## config.mk

```make
export PLATFORM = sky130hd
export DESIGN_NAME = afe_ads_top
export DESIGN_NICKNAME = d
export VERILOG_FILES = /design/src/rtl/afe_ads_pkg.sv /design/src/rtl/afe_ads_top_ads_serial_rx.sv /design/src/rtl/afe_ads_top.sv
export SDC_FILE = /design/constraint.sdc
export NUM_CORES = 1
export LEC_CHECK = 0
export ABC_AREA = 1
export CAP_MARGIN = 0
export CORE_ASPECT_RATIO = 1.2
export CORE_MARGIN = 8
export CORE_UTILIZATION = 53
export CTS_CLUSTER_DIAMETER = 40
export CTS_CLUSTER_SIZE = 28
export DETAILED_ROUTE_END_ITERATION = 10
export GPL_TIMING_DRIVEN = 0
export PLACE_DENSITY_LB_ADDON = 0.08
export SKIP_CTS_REPAIR_TIMING = 1
export SLEW_MARGIN = 20
export SYNTH_ARGS = -nofsm -noshare
export SYNTH_HDL_FRONTEND = slang
export SYNTH_HIERARCHICAL = 1
export SYNTH_SLANG_ARGS = --single-unit
```

## constraint.sdc

```tcl
create_clock -name sys_clk -period 2.57 [get_ports sys_clk]
set_input_delay 0.514 -clock sys_clk [delete_from_list [all_inputs] [get_ports sys_clk]]
set_output_delay 0.514 -clock sys_clk [all_outputs]
set_load 0.005 [all_outputs]
```

## src/rtl/afe_ads_pkg.sv

```systemverilog
// afe_ads_pkg: shared types and constants for the AFE/ADS acquisition sequencer.
//   state_e      top-level frame sequencer states
//   rx_phase_e   serial readout phases inside ads_serial_rx
//   WORD_W/TAG_W captured word width and channel-tag width
//   *_VAL        static strap levels driven on AFE/ADS pins at all times
package afe_ads_pkg;

  localparam int WORD_W = 18;
  localparam int TAG_W  = 2;

  localparam logic [2:0] AFE_PGA_VAL    = 3'b000;
  localparam logic [1:0] ADS_M_VAL      = 2'b00;
  localparam logic       AFE_PDZ_VAL    = 1'b1;
  localparam logic       AFE_NAPZ_VAL   = 1'b1;
  localparam logic       AFE_ENTRI_VAL  = 1'b0;
  localparam logic       AFE_SMT_MD_VAL = 1'b0;
  localparam logic       AFE_INPUTZ_VAL = 1'b0;
  localparam logic       AFE_DF_SM_VAL  = 1'b1;
  localparam logic       ADS_SDI_VAL    = 1'b0;

  typedef enum logic [3:0] {
    ST_IDLE,
    ST_IRST,
    ST_SHR,
    ST_INTG,
    ST_SHS,
    ST_CONV,
    ST_WAITB,
    ST_RD,
    ST_SHIFT,
    ST_NEXT
  } state_e;

  typedef enum logic [1:0] {
    RX_IDLE,
    RX_RD,
    RX_GAP,
    RX_SHIFT
  } rx_phase_e;

  // Channel tag carried in the top bits of each ADC word.
  function automatic logic [TAG_W-1:0] word_tag(input logic [WORD_W-1:0] w);
    return w[WORD_W-1 -: TAG_W];
  endfunction

endpackage

```

## src/rtl/afe_ads_top_ads_serial_rx.sv

```systemverilog
// ads_serial_rx: one read cycle of the dual-channel serial SAR ADC.
// On start it drops CS_N, strobes RD for 2 cycles, idles 2 cycles, then
// generates 18 ADS_CLK periods (high half first) and shifts SDOA/SDOB in
// MSB first on the edge that drives ADS_CLK low. done pulses for one cycle
// as CS_N returns high; word_a/word_b hold the shifted words until the next read.
// Ports:
//   sys_clk, sys_rst     clock, synchronous active-high reset
//   start                begin a read (ignored unless idle)
//   sdoa, sdob           serial data from the ADC
//   cs_n, rd, ads_clk    registered ADC control pins
//   shifting             high while ADS_CLK is being generated
//   done                 one-cycle pulse at end of the window
//   word_a, word_b       shifted words
module ads_serial_rx
  import afe_ads_pkg::*;
#(
  parameter int CLK_DIV = 4
) (
  input  logic              sys_clk,
  input  logic              sys_rst,
  input  logic              start,
  input  logic              sdoa,
  input  logic              sdob,
  output logic              cs_n,
  output logic              rd,
  output logic              ads_clk,
  output logic              shifting,
  output logic              done,
  output logic [WORD_W-1:0] word_a,
  output logic [WORD_W-1:0] word_b
);

  localparam int HALF  = CLK_DIV / 2;
  localparam int CNT_W = $clog2(CLK_DIV);
  localparam int BIT_W = $clog2(WORD_W);

  rx_phase_e         phase_q, phase_d;
  logic [CNT_W-1:0]  cnt_q, cnt_d;
  logic [BIT_W-1:0]  bit_q, bit_d;
  logic [WORD_W-1:0] sh_a_q, sh_a_d, sh_b_q, sh_b_d;
  logic              cs_n_q, cs_n_d, rd_q, rd_d, ads_clk_q, ads_clk_d, done_q, done_d;

  always_ff @(posedge sys_clk) begin
    if (sys_rst) begin
      phase_q   <= RX_IDLE;
      cnt_q     <= '0;
      bit_q     <= '0;
      sh_a_q    <= '0;
      sh_b_q    <= '0;
      cs_n_q    <= 1'b1;
      rd_q      <= 1'b0;
      ads_clk_q <= 1'b0;
      done_q    <= 1'b0;
    end else begin
      phase_q   <= phase_d;
      cnt_q     <= cnt_d;
      bit_q     <= bit_d;
      sh_a_q    <= sh_a_d;
      sh_b_q    <= sh_b_d;
      cs_n_q    <= cs_n_d;
      rd_q      <= rd_d;
      ads_clk_q <= ads_clk_d;
      done_q    <= done_d;
    end
  end

  always_comb begin
    phase_d   = phase_q;
    cnt_d     = cnt_q;
    bit_d     = bit_q;
    sh_a_d    = sh_a_q;
    sh_b_d    = sh_b_q;
    cs_n_d    = cs_n_q;
    rd_d      = rd_q;
    ads_clk_d = ads_clk_q;
    done_d    = 1'b0;
    case (phase_q)
      RX_IDLE: begin
        if (start) begin
          phase_d = RX_RD;
          cnt_d   = CNT_W'(1);
          cs_n_d  = 1'b0;
          rd_d    = 1'b1;
        end
      end
      RX_RD: begin
        if (cnt_q == '0) begin
          phase_d = RX_GAP;
          cnt_d   = CNT_W'(1);
          rd_d    = 1'b0;
        end else begin
          cnt_d = cnt_q - 1'b1;
        end
      end
      RX_GAP: begin
        if (cnt_q == '0) begin
          phase_d   = RX_SHIFT;
          cnt_d     = CNT_W'(CLK_DIV - 1);
          bit_d     = BIT_W'(WORD_W - 1);
          ads_clk_d = 1'b1;
        end else begin
          cnt_d = cnt_q - 1'b1;
        end
      end
      RX_SHIFT: begin
        // cnt counts down through one ADS_CLK period; the mid-period edge
        // drops ADS_CLK and is where the bit launched at the rise is stable.
        if (cnt_q == CNT_W'(HALF)) begin
          ads_clk_d = 1'b0;
          sh_a_d    = {sh_a_q[WORD_W-2:0], sdoa};
          sh_b_d    = {sh_b_q[WORD_W-2:0], sdob};
        end
        if (cnt_q == '0) begin
          if (bit_q == '0) begin
            phase_d = RX_IDLE;
            cs_n_d  = 1'b1;
            done_d  = 1'b1;
          end else begin
            bit_d     = bit_q - 1'b1;
            cnt_d     = CNT_W'(CLK_DIV - 1);
            ads_clk_d = 1'b1;
          end
        end else begin
          cnt_d = cnt_q - 1'b1;
        end
      end
      default: phase_d = RX_IDLE;
    endcase
  end

  assign cs_n     = cs_n_q;
  assign rd       = rd_q;
  assign ads_clk  = ads_clk_q;
  assign shifting = (phase_q == RX_SHIFT);
  assign done     = done_q;
  assign word_a   = sh_a_q;
  assign word_b   = sh_b_q;

endmodule

```

## src/rtl/afe_ads_top.sv

```systemverilog
// afe_ads_top: free-running acquisition sequencer for the charge-integrating
// AFE and dual-channel serial SAR ADC. Each frame resets the integrators,
// samples reset and signal levels around the integration window, then
// converts and reads out N_CH channels, advancing the AFE once per channel.
// Ports: AFE_* / ADS_* board pins (all registered or constant), sys_clk,
// sys_rst (sync, active high), word_a/word_b/word_valid captured words for
// downstream logic, afe_sts registered {AFE_STO, AFE_EOC}.
//
// state  | meaning
// IDLE   | one cycle between frames
// IRST   | integrator reset, T_IRST cycles
// SHR    | reset-level sample, T_SH cycles
// INTG   | integration, T_INTG cycles
// SHS    | signal-level sample, T_SH cycles; channel count cleared
// CONV   | one-cycle CONVST pulse
// WAITB  | minimum 2 cycles, then until BUSY low
// RD     | RD strobe and pre-clock gap (handled by ads_serial_rx)
// SHIFT  | 18 ADS_CLK periods of serial readout
// NEXT   | latch words, AFE_CLK pulse 2 cycles, next channel or new frame
module afe_ads_top
  import afe_ads_pkg::*;
#(
  parameter int ADS_CLK_DIV = 4,
  parameter int N_CH        = 64,
  parameter int T_IRST      = 16,
  parameter int T_SH        = 8,
  parameter int T_INTG      = 256
) (
  input  logic              sys_clk,
  input  logic              sys_rst,
  output logic              AFE_CLK,
  output logic              AFE_INTG,
  output logic              AFE_IRST,
  output logic              AFE_SHS,
  output logic              AFE_SHR,
  output logic              AFE_PDZ,
  output logic              AFE_NAPZ,
  output logic              AFE_ENTRI,
  output logic              AFE_SMT_MD,
  output logic              AFE_INPUTZ,
  output logic              AFE_DF_SM,
  output logic [2:0]        AFE_PGA,
  input  logic              AFE_STO,
  input  logic              AFE_EOC,
  output logic              ADS_CLK,
  output logic              ADS_CS_N,
  output logic              ADS_CONVST,
  input  logic              ADS_BUSY,
  output logic              ADS_RD,
  output logic              ADS_SDI,
  output logic [1:0]        ADS_M,
  input  logic              ADS_SDOA,
  input  logic              ADS_SDOB,
  output logic [WORD_W-1:0] word_a,
  output logic [WORD_W-1:0] word_b,
  output logic              word_valid,
  output logic [1:0]        afe_sts
);

  localparam int TMR_W = 16;
  localparam int CH_W  = $clog2(N_CH + 1);

  state_e            state_q, state_d;
  logic [TMR_W-1:0]  tmr_q, tmr_d;
  logic [CH_W-1:0]   ch_q, ch_d;
  logic              busy_q, sto_q, eoc_q;
  logic              afe_clk_q, afe_clk_d, afe_intg_q, afe_intg_d, afe_irst_q, afe_irst_d;
  logic              afe_shs_q, afe_shs_d, afe_shr_q, afe_shr_d, convst_q, convst_d;
  logic [WORD_W-1:0] word_a_q, word_a_d, word_b_q, word_b_d;
  logic              word_valid_q, word_valid_d;

  logic              rx_start, rx_shifting, rx_done;
  logic [WORD_W-1:0] rx_word_a, rx_word_b;

  ads_serial_rx #(
    .CLK_DIV (ADS_CLK_DIV)
  ) u_rx (
    .sys_clk  (sys_clk),
    .sys_rst  (sys_rst),
    .start    (rx_start),
    .sdoa     (ADS_SDOA),
    .sdob     (ADS_SDOB),
    .cs_n     (ADS_CS_N),
    .rd       (ADS_RD),
    .ads_clk  (ADS_CLK),
    .shifting (rx_shifting),
    .done     (rx_done),
    .word_a   (rx_word_a),
    .word_b   (rx_word_b)
  );

  always_ff @(posedge sys_clk) begin
    if (sys_rst) begin
      state_q      <= ST_IDLE;
      tmr_q        <= '0;
      ch_q         <= '0;
      busy_q       <= 1'b0;
      sto_q        <= 1'b0;
      eoc_q        <= 1'b0;
      afe_clk_q    <= 1'b0;
      afe_intg_q   <= 1'b0;
      afe_irst_q   <= 1'b0;
      afe_shs_q    <= 1'b0;
      afe_shr_q    <= 1'b0;
      convst_q     <= 1'b0;
      word_a_q     <= '0;
      word_b_q     <= '0;
      word_valid_q <= 1'b0;
    end else begin
      state_q      <= state_d;
      tmr_q        <= tmr_d;
      ch_q         <= ch_d;
      busy_q       <= ADS_BUSY;
      sto_q        <= AFE_STO;
      eoc_q        <= AFE_EOC;
      afe_clk_q    <= afe_clk_d;
      afe_intg_q   <= afe_intg_d;
      afe_irst_q   <= afe_irst_d;
      afe_shs_q    <= afe_shs_d;
      afe_shr_q    <= afe_shr_d;
      convst_q     <= convst_d;
      word_a_q     <= word_a_d;
      word_b_q     <= word_b_d;
      word_valid_q <= word_valid_d;
    end
  end

  // Timed states load (length-1) on entry and leave when the down-counter hits 0.
  always_comb begin
    state_d  = state_q;
    tmr_d    = (tmr_q != '0) ? tmr_q - 1'b1 : tmr_q;
    ch_d     = ch_q;
    rx_start = 1'b0;
    case (state_q)
      ST_IDLE: begin
        state_d = ST_IRST;
        tmr_d   = TMR_W'(T_IRST - 1);
      end
      ST_IRST: if (tmr_q == '0) begin
        state_d = ST_SHR;
        tmr_d   = TMR_W'(T_SH - 1);
      end
      ST_SHR: if (tmr_q == '0) begin
        state_d = ST_INTG;
        tmr_d   = TMR_W'(T_INTG - 1);
      end
      ST_INTG: if (tmr_q == '0) begin
        state_d = ST_SHS;
        tmr_d   = TMR_W'(T_SH - 1);
      end
      ST_SHS: begin
        ch_d = '0;
        if (tmr_q == '0) state_d = ST_CONV;
      end
      ST_CONV: begin
        state_d = ST_WAITB;
        tmr_d   = TMR_W'(1);
      end
      ST_WAITB: if (tmr_q == '0 && !busy_q) begin
        state_d  = ST_RD;
        rx_start = 1'b1;
      end
      ST_RD: if (rx_shifting) state_d = ST_SHIFT;
      ST_SHIFT: if (rx_done) begin
        state_d = ST_NEXT;
        tmr_d   = TMR_W'(1);
        ch_d    = ch_q + 1'b1;
      end
      ST_NEXT: if (tmr_q == '0) begin
        state_d = (ch_q == CH_W'(N_CH)) ? ST_IDLE : ST_CONV;
      end
      default: state_d = ST_IDLE;
    endcase
  end

  // Pin levels follow the state being entered so they register in step with it.
  always_comb begin
    afe_irst_d   = (state_d == ST_IRST);
    afe_shr_d    = (state_d == ST_SHR);
    afe_intg_d   = (state_d == ST_INTG);
    afe_shs_d    = (state_d == ST_SHS);
    convst_d     = (state_d == ST_CONV);
    afe_clk_d    = (state_d == ST_NEXT);
    word_valid_d = (state_q == ST_SHIFT) && (state_d == ST_NEXT);
    word_a_d     = word_valid_d ? rx_word_a : word_a_q;
    word_b_d     = word_valid_d ? rx_word_b : word_b_q;
  end

  assign AFE_CLK    = afe_clk_q;
  assign AFE_INTG   = afe_intg_q;
  assign AFE_IRST   = afe_irst_q;
  assign AFE_SHS    = afe_shs_q;
  assign AFE_SHR    = afe_shr_q;
  assign ADS_CONVST = convst_q;
  assign word_a     = word_a_q;
  assign word_b     = word_b_q;
  assign word_valid = word_valid_q;
  assign afe_sts    = {sto_q, eoc_q};

  assign AFE_PDZ    = AFE_PDZ_VAL;
  assign AFE_NAPZ   = AFE_NAPZ_VAL;
  assign AFE_ENTRI  = AFE_ENTRI_VAL;
  assign AFE_SMT_MD = AFE_SMT_MD_VAL;
  assign AFE_INPUTZ = AFE_INPUTZ_VAL;
  assign AFE_DF_SM  = AFE_DF_SM_VAL;
  assign AFE_PGA    = AFE_PGA_VAL;
  assign ADS_SDI    = ADS_SDI_VAL;
  assign ADS_M      = ADS_M_VAL;

endmodule

```

==> results.txt <==
At the worst endpoint, the arrival time is 2.40 ns. The net count of the finished layout was 849; the leakage power figure was 3.096 nW. The tools report the number of failing setup endpoints in the final timing report as 0.

The capture point of the worst reg-to-reg path is tmr_q[0]. The share of synthesized area in the top cell type comes to 44.83%. Wires add up to 12.64 mm. After the flow finishes, the layout carries non-filler instances totaling 968.

TritonCTS built the clock tree. After synthesis the netlist holds a flip-flop and latch count of 122. By count the netlist is led by 221 x sky130_fd_sc_hd__nor2_1, 122 x sky130_fd_sc_hd__dfxtp_1, 83 x sky130_fd_sc_hd__nand2_1. Power comes to 5.979 mW.

The routed length on met1 was 5.319 mm. The tools report the kind of end point of the critical path as a register. The required time of the critical path is 2.84 ns. The tightest min-delay check is of the reg -> reg type.

The region available for standard cell placement spans 10,010 um^2. The cell count after synthesis came out at 746. Yosys printed 6 warnings.

The share of cells above drive strength 1 is 13.30%, and the final HPWL from detailed placement is 9.231 mm. The max-cap check violation count is 0. The number of hold-slack violations in the final timing report was 0; the cell count after placement was 936. Of the synthesized area, sequential elements account for 44.83%. Walking the worst path, the cells encountered are inv_1, ha_1, inv_1, nor2_1, nand2_1, nor2_1, nand2_1, ha_1, nor2_1, nor2_1, nor3_1, a31oi_1. The repair_antennas step left the layout with diodes totalling 0.

Clock tree synthesis inserted a total of 17 buffers. The stage delay of the slowest cell on the critical path came out at 0.34 ns. The clock tree synthesis step divided the H-tree into 4 levels. The tree is rooted in a sky130_fd_sc_hd__clkbuf_16.

STA classifies the critical path startpoint as a register. The leading area contributor after synthesis is sky130_fd_sc_hd__dfxtp_1. The tools report the number of detailed-routing iterations run before antenna repair as 5. After clock tree synthesis, the clock-pin slew on the worst setup and hold paths is 0.06 ns. The tools report the achievable clock frequency as 0.4683 GHz. The start point of the worst min-delay path is u_rx/cs_n. The total negative setup slack was 0 ns; the total track usage was 18.53%.

By instance count, the cell type seen most on the critical path is sky130_fd_sc_hd__nor2_1. The uppermost metal layer occupied by signal nets was met4. Subtracting the final worst setup slack from the clock period gives 2.135 ns. The highest ir drop seen on vdd is 0.4724 mV. The growth of design area from synthesis to finish was 25.59%; the I/O pin count was 67.

The destination of the worst hold path is u_rx/cs_n. By area the synthesized netlist is led by sky130_fd_sc_hd__dfxtp_1 45%, sky130_fd_sc_hd__nor2_1 15%, sky130_fd_sc_hd__o21ai_0 6.9%. The wire length of the first global-routing pass came out at 21.04 mm. Counting flops with a built-in enable in the synthesized netlist gives 0. CTS saw 122 sinks.

Setup repair after global routing left no endpoint under its margin. The final critical-path share of the clock period works out to 83.08%. Among all cell types in the netlist, the one instantiated most often is sky130_fd_sc_hd__nor2_1. The most used flip-flop cell after synthesis is sky130_fd_sc_hd__dfxtp_1. The clock arrives with 0.01438 ns of skew. The run gives 4,707 as the via count of the first global-routing pass. After detailed routing, the met3 layer carries 571 um of wire. The run gives 17 as the largest net degree at the start of global routing.

In this run the core area contains 40 standard-cell rows. The tightest slew margin relative to the limit is 62.23%, and the via density per instance is 5.083. The clock passes through at most 2 buffers. Counting cells, the worst reg-to-reg path comes to 12.

Async set or reset register ratio after synthesis: 0%. The startpoint identified for the worst register-to-register timing path is tmr_q[0]. The total length of routed met2 wires was 6.598 mm. The transition time at the pin with the least slew margin works out to 0.5666 ns. For the later-pin clock latency in the skew report, the log shows 0.41 ns. The synthesized netlist occupies a cell area of 5448 um^2. In this run, the number of DRC markers left after iteration 0 of detailed routing was 251. The run gives 0 as the number of antenna-violating nets in the routed design. In this run the worst path has a maximum fanout of 5.

Once the floorplan was initialized, standard cells occupied 54.43% of the core. The worst hold path passes through 2 cells. In the final routed layout, each cell accounts on average for 13.06 um.

The initial antenna violation count was 0; the leftover overflow at the end of global routing was 0. Category of the most critical setup path: reg -> reg. The slowest stage of the critical path belongs to the cell sky130_fd_sc_hd__dfxtp_1. The tightest hold path in the finished design has a slack of 0.4634 ns. After synthesis, the netlist uses 38 different library cells. After detailed routing, the number of remaining DRC violations is 0. The run gives 0.43 ns as the setup slack of the most critical reg-to-reg path. Count of final max-slew check failures: 0.

For this design the ratio of total power to cell area is 873.9 nW/um^2. The die is 108.6 um wide. Input and output buffers added on the ports amount to 54.

The placer congestion estimate was 0.9047; the total number of vias was 4,920. The die is 127.1 um tall. The run finished with clean final reports. A synthesized cell averages 7.303 um^2.

Area enclosed by the die boundary: 13,790 um^2.
-- stage by stage --
stage / setup slack [ns] / cell area, um^2 / util [%]
5_1_grt: 0.2817 / 6842 / 68.35
3_5_place_dp: 0.05219 / 6183 / 61.78
3_3_place_gp: 0.07450 / 6183 / 61.78
2_1_floorplan: 0.7926 / 5485 / -
6_report: 0.4348 / 6842 / 68.35
4_1_cts: 0.4522 / 6842 / 68.35
-- per-layer routing --
| metal | track usage (%) | up-vias |
|---|---|---|
| met3 | 4.175 | 16 |
| li1 | - | 2505 |
| met5 | 0 | - |
| met4 | 7.345 | 0 |
| met1 | 20.28 | 2286 |
| met2 | 33.42 | 113 |
-- sequential cells by signal (all words and copies together), names as in the netlist, 2 cells and up --
name / count
word_a: 18
u_rx/bit_q: 5
tmr_q: 16
word_b: 18
state_q: 4
u_rx/cnt_q: 2
u_rx/word_b: 18
ch_q: 7
u_rx/word_a: 18
u_rx/phase_q: 2
-- worst max-delay path: cells and delay by family (launching register included) --
| kind | cells | cell delay, ns |
|---|---|---|
| fa+ha+maj | 2 | 0.57 |
| compound gates | 1 | 0.11 |
| buf+inv | 2 | 0.21 |
| simple gates | 7 | 0.77 |
| flops | 1 | 0.34 |
-- report_power, final --
part | switching, mW | internal [mW] | total, mW
registers | 0.0983 | 2.01 | 2.11
logic | 0.770 | 0.472 | 1.24
clock network | 0.875 | 1.75 | 2.63
total | 1.74 | 4.24 | 5.98
-- how the worst max path moves through the flow --
stage | start | to | slack (ns) | cells past startpoint
2_1_floorplan | tmr_q[0] | tmr_q[0] | 0.79 | 12
3_3_place_gp | sys_rst | tmr_q[15] | 0.07 | 6
3_5_place_dp | sys_rst | tmr_q[14] | 0.05 | 6
4_1_cts | tmr_q[0] | tmr_q[0] | 0.45 | 12
5_1_grt | tmr_q[0] | tmr_q[0] | 0.28 | 12
6_report | tmr_q[0] | tmr_q[0] | 0.43 | 12
-- cells by family after synthesis --
| group | Yosys count | synth area share [%] |
|---|---|---|
| buf+inv | 97 | 8.153 |
| flops | 122 | 44.83 |
| simple gates | 384 | 30.89 |
| compound gates | 117 | 11.23 |
| other cells | 2 | 0.1379 |
| fa+ha+maj | 13 | 2.986 |
| xor+xnor | 11 | 1.768 |
-- layout make-up --
type | count | area, um^2
clock buffers | 18 | 439.2
clock inverters | 14 | 219.0
repair buffers | 54 | 540.5
flip-flops and latches | 122 | 2442
inverters | 58 | 220.2
plain buffers | 39 | 224.0
well taps | 126 | 157.7
fillers | 849 | 3168
multi-input cells | 537 | 2599
-- cells in the final DEF (no fill, tap or decap), types with 2 or more instances in the layout --
master	count
sky130_fd_sc_hd__nor2_4	7
sky130_fd_sc_hd__clkbuf_1	12
sky130_fd_sc_hd__buf_2	11
sky130_fd_sc_hd__ha_1	13
sky130_fd_sc_hd__o21bai_2	2
sky130_fd_sc_hd__a21oi_1	25
sky130_fd_sc_hd__o21ai_0	75
sky130_fd_sc_hd__a31oi_1	2
sky130_fd_sc_hd__xnor2_1	4
sky130_fd_sc_hd__nand3b_1	3
sky130_fd_sc_hd__clkdlybuf4s50_1	54
sky130_fd_sc_hd__xor2_1	7
sky130_fd_sc_hd__nand2_2	13
sky130_fd_sc_hd__inv_1	46
sky130_fd_sc_hd__clkbuf_16	17
sky130_fd_sc_hd__clkinvlp_4	2
sky130_fd_sc_hd__o21ai_1	8
sky130_fd_sc_hd__nor3_1	10
sky130_fd_sc_hd__nor3_2	2
sky130_fd_sc_hd__conb_1	12
sky130_fd_sc_hd__clkinv_4	3
sky130_fd_sc_hd__inv_6	2
sky130_fd_sc_hd__nor2_2	11
sky130_fd_sc_hd__nand2_1	83
sky130_fd_sc_hd__bufinv_16	5
sky130_fd_sc_hd__inv_2	10
sky130_fd_sc_hd__nand3_1	25
sky130_fd_sc_hd__nand2_4	3
sky130_fd_sc_hd__nor2_1	221
sky130_fd_sc_hd__buf_4	15
sky130_fd_sc_hd__nand4_1	2
sky130_fd_sc_hd__dfxtp_1	122
sky130_fd_sc_hd__clkinv_2	2
(Power assumes the default switching activity.)
